### src/rtl/ddr_fifo_pkg.sv
// Shared types and constants for the burst pattern checker.
package ddr_fifo_pkg;

  localparam int unsigned DEFAULT_BURST_LEN = 256;
  localparam int unsigned PATTERN_W         = 8;

  typedef logic [1:0] state_t;

  localparam state_t ST_IDLE   = 2'd0;
  localparam state_t ST_BURST  = 2'd1;
  localparam state_t ST_REPORT = 2'd2;

  function automatic logic [31:0] replicate(input logic [PATTERN_W-1:0] v);
    return {4{v}};
  endfunction

endpackage

### src/rtl/expected_pattern_gen.sv
// Word index counter and the expected {4{idx}} data word derived from it.
module expected_pattern_gen
  import ddr_fifo_pkg::*;
(
  input  logic                 clk,
  input  logic                 rst_n,
  input  logic                 inc,
  input  logic                 clear,
  output logic [PATTERN_W-1:0] idx,
  output logic [31:0]          expected
);

  always_ff @(posedge clk or negedge rst_n) begin
    if (!rst_n)     idx <= '0;
    else if (clear) idx <= '0;
    else if (inc)   idx <= idx + 1'b1;
  end

  assign expected = replicate(idx);

endmodule

### config.mk
export PLATFORM = sky130hd
export DESIGN_NAME = expected_pattern_gen
export DESIGN_NICKNAME = d
export VERILOG_FILES = /design/src/rtl/ddr_fifo_pkg.sv /design/src/rtl/expected_pattern_gen.sv
export SDC_FILE = /design/constraint.sdc
export NUM_CORES = 1
export LEC_CHECK = 0
export ABC_CLOCK_PERIOD_IN_PS = 1450
export CAP_MARGIN = 10
export CELL_PAD_IN_SITES_DETAIL_PLACEMENT = 0
export CELL_PAD_IN_SITES_GLOBAL_PLACEMENT = 1
export CORE_MARGIN = 2
export CORE_UTILIZATION = 24
export DETAILED_ROUTE_END_ITERATION = 10
export HOLD_SLACK_MARGIN = 0.02
export MAX_ROUTING_LAYER = met4
export PLACE_DENSITY = 0.76
export SLEW_MARGIN = 25
export SYNTH_ARGS = -nofsm -noshare
export SYNTH_HDL_FRONTEND = slang
export SYNTH_SLANG_ARGS = --single-unit
### constraint.sdc
create_clock -name clk -period 1.45 [get_ports clk]
set_input_delay 0.29 -clock clk [delete_from_list [all_inputs] [get_ports clk]]
set_output_delay 0.29 -clock clk [all_outputs]
set_load 0.005 [all_outputs]
After elaboration in Yosys (flattened, before gate mapping):

Index checks and enable logic that the tools add are counted.

* bits in registers: 8
* input port bits: 4
* output and inout port bits: 40
* word-level logic and storage cells: 5

* add/subtract/negate cells: 1
* mux-type cells: 2
* reductions and logical operators: 1

Operator list (count)
* $mux 8: 2
* $add 8x1->8 const B: 1
* $reduce_bool 2->1: 1

Depth between registers and ports, before layout:

* depth in word-level cells: 3
* mapped depth: 4
* depth with buffers taken out: 4

Least setup slack after synthesis:

No wires, ideal clock.

* path kind: register to register
* from: register idx[0]
* to: register idx[6]
* setup time: 0.077 ns
* arrival time: 1.269 ns
* slack: 0.104 ns
* stages on the path, launching flop included: 5
* buffers on the path: 0
* clock period less this slack: 1.346 ns
* path through: dfrtp_1 -> ha_1 -> nand3_1 -> or3_1 -> a21oi_1

* word-level cells in the longest chain between the ends: 3

RTL lines
* from (decl): RTL line expected_pattern_gen.sv:9 `output logic [PATTERN_W-1:0] idx,`
* from (signal assigned): RTL line expected_pattern_gen.sv:16 `else if (inc) idx <= idx + 1'b1;`
* $add 8x1->8: RTL line expected_pattern_gen.sv:16
* $mux 8: RTL line expected_pattern_gen.sv:16
* $mux 8: RTL line expected_pattern_gen.sv:15 `else if (clear) idx <= '0;`

Every way passes these cells. The select of a mux whose other input is x is not followed.
A chain may end at the register's enable or synchronous reset.

Worst setup path after layout:

* from: register idx[7]
* to: output expected[23]

RTL lines
* to (decl): RTL line expected_pattern_gen.sv:10 `output logic [31:0] expected`

No word-level cell between the ends.

==> flow_metrics.tcl <==
set metrics [dict create \
    coreArea_um2 2500 \
    grt_start_max_net_pins 9 \
    netlist.area_leader.share_pct 40.1 \
    critical_path.cell_chain "clkdlybuf4s50_1" \
    die_x_um 55.5 \
    path_max_fanout 2 \
    vias 565 \
    insertion_delay_ns 0.25 \
    synth_area_um2 637 \
    drtIter0Drc 3 \
    top_register "idx" \
    arrival_ns 1.09 \
    setup_viol 0 \
    grt-ovfl-total 0 \
    wirelength_mm 1.45 \
    grt_pass1_wl_mm 2.33 \
    synth.net_count 74 \
    min_path_type "in -> async" \
    cts.sinks 8 \
    finalNonFillerCells 136 \
    synth-simple-area-share_pct 10.6 \
    placedCellCount 115 \
    holdWs_ns 0.320 \
    start_util_pct 25.5 \
    run_status "complete, no violations" \
    hpwl_um 972 \
    yosys_warnings 0 \
    ys_ff_latch 8 \
    fmax_mhz 725 \
    rows 18 \
    ant_nets 0 \
    tightest_slew_ns 0.384 \
    crit_path_top_delay_cell "clkdlybuf4s50_1" \
    max_slew_margin_pct 74.3 \
    fin_ws_ns 0.0713 \
    gp_congestion 0.777 \
    clk_path_buf_depth 2 \
    dr.pass1.iters 3 \
    io_buffers 43 \
    r2r_setup_slack_ns 0.10 \
    cp_num_cells 1 \
    worst_r2r_path_depth 5 \
    synth_top_family_by_area "buffers and inverters" \
    antenna_cells 0 \
    power_uw 528 \
    synthAdderAreaFrac_pct 1.96 \
    critPathLaunch "idx[7]" \
    drive_above_1_share_pct 34.0 \
    fin_util_pct 42.8 \
    nets 113 \
    finalHoldViolations 0 \
    start_kind "flop" \
    cts_buffers 3 \
    mostFrequentLayoutCells "dlygate4sd2_1, buf_4, dlymetal6s2s_1, nor2_1, dfrtp_2" \
    syn2layout_area_growth_pct 68.0 \
    die_area_um2 3080 \
    postCtsHoldBufs 0 \
    synthCells 69 \
    cpPeakStageDelay_ns 0.50 \
    syn_avg_cell_area_um2 9.23 \
    pre_cts_ws_ns -0.133 \
    leakage_nw 0.767 \
    synth_area_leader_cell "buf_4" \
    clk_pin_slew_ns 0.06 \
    wl_per_cell_um 10.6 \
    period_needed_ns 1.38 \
    largestRegisters "idx: 8 flops" \
    via_per_inst 4.15 \
    final.setup_skew_ns 0.00417 \
    mostFrequentLayoutCell "dlygate4sd2_1" \
    cp_num_buf_inv 1 \
    synth_area_leaders "buf_4, dfrtp_1, o2111ai_4" \
    rsz0062_at_grt "no" \
    largest_reg_flops 8 \
    ys_types 14 \
    drv_slew 0 \
    grt_use_total_pct 10.0 \
    grt_pass1_vias 522 \
    n_fill_cell 241 \
    reg2reg_from "idx[0]" \
    vdd_drop_max_v 0.000404 \
    required_ns 1.16 \
    drv_cap 0 \
    rr_endpoint "idx[6]" \
    cts_tree "done" \
    htree_levels 1 \
    synth-xor-area-share_pct 5.50 \
    worst-setup-path-type "reg -> out" \
    period_share_pct 95.1 \
    synth_compound_area_share_pct 8.84 \
    endpoint_kind "primary output" \
    die_y_um 55.5 \
    num_io_pins 44 \
    cp_top_family "buffers and inverters" \
    crit_path_end "expected[23]" \
    power.density_nw_per_um2 494 \
    seq_area_frac_synth_pct 31.4 \
    drc_errors 0 \
    synthMuxAreaShare_pct 1.57 \
    antenna_found_initial 0 \
    root_buffer "clkbuf_4" \
]
==> worst reg2reg max path: stages, from the launching register on <==
cell     delay (ns)
dfrtp_2        0.38
buf_4          0.14
ha_2           0.19
nand3_2        0.09
or3_1          0.35
a21oi_1        0.14
==> synthesized netlist by cell type <==
cell type  instances
nand3_1            2
nand4_1            2
mux2i_1            1
nor2_1             5
or3_1              3
buf_4             34
xor2_1             3
ha_1               1
a21oi_1            3
dfrtp_1            8
nand2_1            2
xnor2_1            1
o2111ai_4          1
o21ai_0            3
==> worst min path at each step <==
stage / to / slack (ns)
6_report: idx[0] / 0.32
4_1_cts: idx[7] / 0.33
2_1_floorplan: idx[0] / -0.006
3_3_place_gp: idx[1] / 0.60
5_1_grt: idx[3] / 0.35
3_5_place_dp: idx[2] / 0.61
==> cell type report <==
cell class	count	area, um^2	share of cell area [%]
Multi-Input combinational cell	27	189	17.7
Timing Repair Buffer	68	614	57.4
Tap cell	30	37.5	3.51
Sequential cell	8	206	19.3
Clock buffer	3	22.5	2.11
==> timing repair <==
item                       4_1_cts  5_1_grt
setup endpoints to repair       40       12
resized for setup               33       14
buffers inserted                16        2
==> where the power goes <==
group          internal (mW)  switching [mW]
sequential             0.230         0.00670
combinational         0.0692          0.0464
clock                 0.0951          0.0806
==> per-stage QoR <==
stage / area, um^2 / TNS [ns]
after floorplan: 637 / 0
after global placement: 902 / -0.355
after detailed placement: 902 / -0.405
after CTS: 1020 / 0
after global routing: 1070 / 0
final: 1070 / 0
==> per-layer routing <==
layer	track usage [%]	vias to the layer above	part of all wire [%]
met3	2.11	0	7.8
li1	-	272	-
met5	-	-	0
met1	11.4	263	45
met2	16.5	30	47
met4	5.23	0	0
==> cell families (layout without fill, tap and decap cells) <==
| logic type | Yosys count | count (layout) |
|---|---|---|
| AO/OA/AOI/OAI | 7 | 7 |
| XOR/XNOR | 4 | 4 |
| adder cells (fa/ha/maj) | 1 | 1 |
| buffers and inverters | 34 | 71 |
| flip-flops | 8 | 8 |
| multiplexers | 1 | 1 |
| AND/OR/NAND/NOR | 14 | 14 |
No activity file was read; power rests on OpenSTA's default activity.
